**src/rtl/flash_rd_ctrl_if.sv**
```systemverilog
// Client and flash-side signal bundle for flash_rd_ctrl.
// master: the read controller's view; slave: the clients' and flash device's view.
interface flash_rd_ctrl_if;
  logic        i_prg_req;
  logic [19:0] i_prg_addr;
  logic        o_prg_ack;
  logic [7:0]  o_prg_q;
  logic        i_chr_req;
  logic [19:0] i_chr_addr;
  logic        o_chr_ack;
  logic [7:0]  o_chr_q;
  logic [22:0] o_flash_addr;
  logic        o_flash_ce_n;
  logic        o_flash_oe_n;
  logic [7:0]  i_flash_q;

  modport master (
    input  i_prg_req, i_prg_addr, i_chr_req, i_chr_addr, i_flash_q,
    output o_prg_ack, o_prg_q, o_chr_ack, o_chr_q,
    output o_flash_addr, o_flash_ce_n, o_flash_oe_n
  );

  modport slave (
    output i_prg_req, i_prg_addr, i_chr_req, i_chr_addr, i_flash_q,
    input  o_prg_ack, o_prg_q, o_chr_ack, o_chr_q,
    input  o_flash_addr, o_flash_ce_n, o_flash_oe_n
  );
endinterface

```
**src/rtl/flash_rd_ctrl.sv**
```systemverilog
// Flash read controller: arbitrates PRG/CHR byte reads (round-robin on
// contention), runs a fixed-length flash access and returns the byte over a
// four-phase req/ack handshake. PRG maps to flash 0x000000, CHR to 0x400000.
// Optional per-port last-address read cache: define FLASH_RDCACHE_EN.
module flash_rd_ctrl #(
  parameter int WAIT_CYC = 4  // flash access time in clock cycles, 1..15
) (
  input  logic i_clk,
  input  logic i_rst,
  flash_rd_ctrl_if.master bus
);

  localparam logic [3:0] CNT_LOAD = 4'(WAIT_CYC - 1);

  typedef enum logic [1:0] {IDLE, ACCESS, ACK} state_t;

  state_t      state_q, state_d;
  logic        grant_q, grant_d;   // granted port: 1 = CHR, 0 = PRG
  logic        ptr_q, ptr_d;       // round-robin pointer: 1 = CHR next
  logic [3:0]  cnt_q, cnt_d;
  logic [22:0] addr_q, addr_d;
  logic [7:0]  prg_q, prg_d;
  logic [7:0]  chr_q, chr_d;
  logic        prg_ack_q, prg_ack_d;
  logic        chr_ack_q, chr_ack_d;
  logic        pick_chr;
  logic        hit;

`ifdef FLASH_RDCACHE_EN
  logic        prg_vld_q, prg_vld_d;
  logic        chr_vld_q, chr_vld_d;
  logic [19:0] prg_tag_q, prg_tag_d;
  logic [19:0] chr_tag_q, chr_tag_d;
`endif

  // State and datapath registers.
  // NOTE: sequential state uses non-blocking assignments so every register
  // samples the pre-edge values regardless of statement order.
  always_ff @(posedge i_clk or posedge i_rst) begin
    if (i_rst) begin
      state_q   <= IDLE;
      grant_q   <= 1'b0;
      ptr_q     <= 1'b0;
      cnt_q     <= '0;
      addr_q    <= '0;
      prg_q     <= '0;
      chr_q     <= '0;
      prg_ack_q <= 1'b0;
      chr_ack_q <= 1'b0;
`ifdef FLASH_RDCACHE_EN
      prg_vld_q <= 1'b0;
      chr_vld_q <= 1'b0;
      prg_tag_q <= '0;
      chr_tag_q <= '0;
`endif
    end else begin
      state_q   <= state_d;
      grant_q   <= grant_d;
      ptr_q     <= ptr_d;
      cnt_q     <= cnt_d;
      addr_q    <= addr_d;
      prg_q     <= prg_d;
      chr_q     <= chr_d;
      prg_ack_q <= prg_ack_d;
      chr_ack_q <= chr_ack_d;
`ifdef FLASH_RDCACHE_EN
      prg_vld_q <= prg_vld_d;
      chr_vld_q <= chr_vld_d;
      prg_tag_q <= prg_tag_d;
      chr_tag_q <= chr_tag_d;
`endif
    end
  end

  // Next-state logic: arbitration, access countdown, handshake completion.
  // NOTE: every variable gets a hold/default value first so no path through
  // the case leaves one unassigned, which would infer a latch.
  always_comb begin
    state_d   = state_q;
    grant_d   = grant_q;
    ptr_d     = ptr_q;
    cnt_d     = cnt_q;
    addr_d    = addr_q;
    prg_d     = prg_q;
    chr_d     = chr_q;
    prg_ack_d = prg_ack_q;
    chr_ack_d = chr_ack_q;
    pick_chr  = 1'b0;
    hit       = 1'b0;
`ifdef FLASH_RDCACHE_EN
    prg_vld_d = prg_vld_q;
    chr_vld_d = chr_vld_q;
    prg_tag_d = prg_tag_q;
    chr_tag_d = chr_tag_q;
`endif

    unique case (state_q)
      IDLE: begin
        if (bus.i_prg_req || bus.i_chr_req) begin
          // CHR wins when it is alone, or when both ask and it is CHR's turn.
          pick_chr = bus.i_chr_req && (!bus.i_prg_req || ptr_q);
          // Pointer moves only on contention, to the port that lost.
          if (bus.i_prg_req && bus.i_chr_req) ptr_d = !ptr_q;
          grant_d = pick_chr;
`ifdef FLASH_RDCACHE_EN
          hit = pick_chr ? (chr_vld_q && (chr_tag_q == bus.i_chr_addr))
                         : (prg_vld_q && (prg_tag_q == bus.i_prg_addr));
`endif
          if (hit) begin
            // Cached byte is already in the port's q register.
            state_d = ACK;
            if (pick_chr) chr_ack_d = 1'b1;
            else          prg_ack_d = 1'b1;
          end else begin
            addr_d  = pick_chr ? {3'b100, bus.i_chr_addr} : {3'b000, bus.i_prg_addr};
            cnt_d   = CNT_LOAD;
            state_d = ACCESS;
          end
        end
      end

      ACCESS: begin
        if (cnt_q == 4'd0) begin
          if (grant_q) begin
            chr_d     = bus.i_flash_q;
            chr_ack_d = 1'b1;
`ifdef FLASH_RDCACHE_EN
            chr_vld_d = 1'b1;
            chr_tag_d = addr_q[19:0];
`endif
          end else begin
            prg_d     = bus.i_flash_q;
            prg_ack_d = 1'b1;
`ifdef FLASH_RDCACHE_EN
            prg_vld_d = 1'b1;
            prg_tag_d = addr_q[19:0];
`endif
          end
          state_d = ACK;
        end else begin
          cnt_d = cnt_q - 4'd1;
        end
      end

      ACK: begin
        // Hold ack until the granted requester lets go of req.
        if (!(grant_q ? bus.i_chr_req : bus.i_prg_req)) begin
          prg_ack_d = 1'b0;
          chr_ack_d = 1'b0;
          state_d   = IDLE;
        end
      end

      default: state_d = IDLE;
    endcase
  end

  assign bus.o_prg_ack    = prg_ack_q;
  assign bus.o_prg_q      = prg_q;
  assign bus.o_chr_ack    = chr_ack_q;
  assign bus.o_chr_q      = chr_q;
  assign bus.o_flash_addr = addr_q;
  assign bus.o_flash_ce_n = (state_q != ACCESS);
  assign bus.o_flash_oe_n = (state_q != ACCESS);

endmodule
```
**src/flat_wrapper.sv**
```systemverilog
// flat-port wrapper written by rule: the top's interface ports become plain ports
module flash_rd_ctrl_flat 
#(
  parameter int WAIT_CYC = 4                                             
)
  (i_clk, i_rst, bus_i_prg_req, bus_i_prg_addr, bus_i_chr_req, bus_i_chr_addr, bus_i_flash_q, bus_o_prg_ack, bus_o_prg_q, bus_o_chr_ack, bus_o_chr_q, bus_o_flash_addr, bus_o_flash_ce_n, bus_o_flash_oe_n);
  flash_rd_ctrl_if bus_i ();
  input  logic i_clk;
  input  logic i_rst;
  input wire logic [$bits(bus_i.i_prg_req)-1:0] bus_i_prg_req;
  input wire logic [$bits(bus_i.i_prg_addr)-1:0] bus_i_prg_addr;
  input wire logic [$bits(bus_i.i_chr_req)-1:0] bus_i_chr_req;
  input wire logic [$bits(bus_i.i_chr_addr)-1:0] bus_i_chr_addr;
  input wire logic [$bits(bus_i.i_flash_q)-1:0] bus_i_flash_q;
  output wire logic [$bits(bus_i.o_prg_ack)-1:0] bus_o_prg_ack;
  output wire logic [$bits(bus_i.o_prg_q)-1:0] bus_o_prg_q;
  output wire logic [$bits(bus_i.o_chr_ack)-1:0] bus_o_chr_ack;
  output wire logic [$bits(bus_i.o_chr_q)-1:0] bus_o_chr_q;
  output wire logic [$bits(bus_i.o_flash_addr)-1:0] bus_o_flash_addr;
  output wire logic [$bits(bus_i.o_flash_ce_n)-1:0] bus_o_flash_ce_n;
  output wire logic [$bits(bus_i.o_flash_oe_n)-1:0] bus_o_flash_oe_n;
  assign bus_i.i_prg_req = bus_i_prg_req;
  assign bus_i.i_prg_addr = bus_i_prg_addr;
  assign bus_i.i_chr_req = bus_i_chr_req;
  assign bus_i.i_chr_addr = bus_i_chr_addr;
  assign bus_i.i_flash_q = bus_i_flash_q;
  assign bus_o_prg_ack = bus_i.o_prg_ack;
  assign bus_o_prg_q = bus_i.o_prg_q;
  assign bus_o_chr_ack = bus_i.o_chr_ack;
  assign bus_o_chr_q = bus_i.o_chr_q;
  assign bus_o_flash_addr = bus_i.o_flash_addr;
  assign bus_o_flash_ce_n = bus_i.o_flash_ce_n;
  assign bus_o_flash_oe_n = bus_i.o_flash_oe_n;
  flash_rd_ctrl #(.WAIT_CYC(WAIT_CYC)) u_core (.i_clk(i_clk), .i_rst(i_rst), .bus(bus_i));
endmodule
```
**config.mk**
```make
export PLATFORM = sky130hd
export DESIGN_NAME = flash_rd_ctrl_flat
export DESIGN_NICKNAME = d
export VERILOG_FILES = /design/src/rtl/flash_rd_ctrl_if.sv /design/src/rtl/flash_rd_ctrl.sv /design/src/flat_wrapper.sv
export SDC_FILE = /design/constraint.sdc
export NUM_CORES = 1
export LEC_CHECK = 0
export ABC_AREA = 1
export CAP_MARGIN = 40
export CORE_UTILIZATION = 25
export CTS_CLUSTER_DIAMETER = 30
export DETAILED_ROUTE_END_ITERATION = 7
export PLACE_DENSITY_LB_ADDON = 0.2
export SLEW_MARGIN = 20
export SYNTH_ARGS = -nofsm -noshare
export SYNTH_HDL_FRONTEND = slang
export SYNTH_SLANG_ARGS = --single-unit
```
**constraint.sdc**
```tcl
create_clock -name i_clk -period 1.6 [get_ports i_clk]
set_input_delay 0.24 -clock i_clk [delete_from_list [all_inputs] [get_ports i_clk]]
set_output_delay 0.24 -clock i_clk [all_outputs]
set_load 0.05 [all_outputs]
```
==> out/qor.csv <==
metric,value,unit
outcome,finished clean,
1st-pass router iterations,4,
Sw Share,52.5,%
largest net degree at the start of global routing,47,
Filler cells,846,
Total Routing Usage GR,12.7,%
critical path arrival,1.25,ns
Root Buffer,clkbuf_8,
IO Count,95,
PwrDens,2350,nW/um^2
TritonCTS clock tree,yes,
largest family of logic cells by synthesized area,compound AO/OA/AOI/OAI gates,
XOR/XNOR Fraction of Synth Area,0.808,%
Clock Power Share,10.1,%
synthesized flop and latch total,46,
Max IR drop VDD,765,uV
Internal,0.00361,W
switching power,0.00398,W
final hold viol count,0,
mux cell area share after synthesis,0,%
Ant. Diodes,0,
Adder-Cell Fraction of Synth Area,1.15,%
initial core utilization,26.1,%
CORE AREA,8300,um^2
max incr delay on CP,0.44,ns
PostCTS Resize Cnt,0,
setup TNS,0,ns
crit end category,primary output,
worst-path maximum fanout,5,
CP Launch Type,register,
CTS clock-pin slew for the worst setup and hold paths,0.10,ns
sequential fraction of the synthesis area,53.1,%
"critical path, cell by cell","nor2_4, inv_2, buf_12",
power share of the combinational group,62.1,%
Layout area overhead,48.9,%
post-synthesis simple-gate area fraction,17.5,%
Synth Area per Inst,9.15,um^2
dpl hpwl,4080,um
# hold bufs at CTS,0,
post-route ant nets,0,
Post-CTS Setup Repair Bufs,0,
count of cell types in the netlist,23,
initial antenna violation count,0,
overall routed net length,5600,um
CTS max path bufs,2,
RSZ-0062 raised after global routing,no,
FF-to-FF setup slack,0.20,ns
CTS H-Tree Depth,2,
Tightest Hold Check Type,input port to async pin,
share of cells above drive strength 1,25.0,%
Final setup viols,0,
Num Clock Sinks,46,
Pleak,1.49,nW
Max Cap Viol,0,
fin nets,385,
Tcrit/Tclk final,93.3,%
total gr overflow,0,
CTS Buf Count,5,
Max Clock Freq,670,MHz
clk_skew,0.0111,ns
Setup CP Type,register to primary output,
Die W,95.1,um
die area,9050,um^2
sequential cell fraction of total power,27.8,%
first-pass GRT wire length,8890,um
Worst-Skew Late Latency,0.31,ns
Slew Limit Fails,0,
Post-route DRC,0,
GP Congestion,0.701,
1st-iter DRT viols,76,
cells after synthesis,237,
Routed WL per cell,12.8,um
Row Count,33,
setup ws final,0.108,ns
Post-Syn Area,2170,um^2
vias per inst,4.37,
CP max-delay cell,dfrtp_1,
min Tclk post-route,1.49,ns
complex-gate fraction of the synthesized area,18.2,%
vias in the first global route,1822,
Place WS,0.0691,ns
die height,95.1,um
Port-buffer cells,92,
CP required,1.36,ns
Ys Warns,0,
vias,1911,
[Yosys cell counts]
library cell / number / share of area (%)
a21oi_1: 37 / 8.5
a21oi_2: 5 / 2.0
buf_2: 3 / 0.69
buf_4: 5 / 1.7
buf_6: 5 / 2.6
clkbuf_1: 4 / 0.69
conb_1: 1 / 0.17
dfrtp_1: 46 / 53
ha_1: 2 / 1.2
inv_1: 15 / 2.6
inv_2: 4 / 0.69
nand2_1: 27 / 4.7
nand2_4: 1 / 0.52
nand3_1: 24 / 5.5
nand3_4: 1 / 0.81
nand4_1: 1 / 0.29
nor2_1: 27 / 4.7
nor2_4: 2 / 1.0
o21ai_0: 15 / 3.5
o21ai_1: 1 / 0.23
o21ai_2: 8 / 3.2
o21ai_4: 1 / 0.75
xor2_1: 2 / 0.81
[cell families after synthesis]
logic type,Yosys count
adders and majority gates,2
buffers and inverters,36
AOI/OAI and AO/OA,67
xor gates and xnor gates,2
DFF,46
and+or+nand+nor,83
other,1
[state kept, by name, summed over array words and instances (netlist names)]
register,flops
u_core.bus.o_chr_ack,1
u_core.bus.o_chr_q,8
u_core.bus.o_flash_addr,21
u_core.bus.o_prg_ack,1
u_core.bus.o_prg_q,8
u_core.cnt_q,4
u_core.ptr_q,1
u_core.state_q,2
[area by class of cell]
cell class,count,area (um^2),area share [%]
flip-flops and latches,46,1150,35.7
repair buffers,103,951,29.5
multi-input cells,156,826,25.6
well taps,105,131,4.07
inverters,19,71.3,2.21
clock buffers,5,68.8,2.13
clock inverters,3,28.8,0.891
[layer usage]
| layer | GRT usage, % | wire (um) | vias up |
|---|---|---|---|
| met5 | 0 | 0 | - |
| met4 | 4.92 | 104 | 0 |
| met3 | 1.99 | 166 | 10 |
| met2 | 19.9 | 2760 | 46 |
| met1 | 17.3 | 2570 | 896 |
| li1 | - | - | 959 |
[through the flow]
step | total power (W) | cells | hold WS, ns | utilization (%) | cell area (um^2)
after detailed placement | 0.00690 | 429 | 0.474 | 37.7 | 3130
after global placement | 0.00686 | 429 | 0.472 | 37.7 | 3130
after global routing | 0.00810 | 437 | 0.299 | 38.9 | 3230
after floorplan | 0.00541 | 238 | 0.396 | - | 2170
final | 0.00759 | 437 | 0.261 | 38.9 | 3230
after CTS | 0.00770 | 437 | 0.272 | 38.9 | 3230
[cell usage in the layout (no fill, tap or decap), drive strengths merged, types with 2 or more instances in the layout]
| cell | instances |
|---|---|
| clkdlybuf4s50 | 51 |
| conb | 2 |
| a21oi | 42 |
| clkbuf | 5 |
| nand2 | 28 |
| o21ai | 25 |
| dfrtp | 46 |
| nand3 | 25 |
| buf | 52 |
| inv | 21 |
| xor2 | 2 |
| nor2 | 29 |
| ha | 2 |
[critical path: cells and delay by family, from the launching register on]
| kind | cells | cell delay (ns) |
|---|---|---|
| and+or+nand+nor | 1 | 0.21 |
| DFF | 1 | 0.44 |
| buffers and inverters | 2 | 0.30 |
[final timing paths]
path                                       start                         end  depth (start not counted)
setup reg to reg                 u_core.cnt_q[1]             u_core.cnt_q[0]                          7
hold / removal                             i_rst       u_core.bus.o_chr_q[6]                          3
max in group asynchronous                  i_rst  u_core.bus.o_flash_addr[4]                          3
hold reg to reg            u_core.bus.o_prg_q[7]       u_core.bus.o_prg_q[7]                          2
setup / recovery               u_core.state_q[1]            bus_o_flash_ce_n                          3
min in group i_clk              bus_i_flash_q[6]       u_core.bus.o_prg_q[6]                          3
[power groups by stage]
stage               clock (W)  sequential [W]  combinational (W)
CTS                  0.000816         0.00212            0.00477
finish               0.000766         0.00211            0.00472
floorplan                   0         0.00377            0.00164
detailed placement          0         0.00213            0.00477
global placement            0         0.00213            0.00473
global route         0.000879         0.00218            0.00504
(Power assumes the default switching activity.)
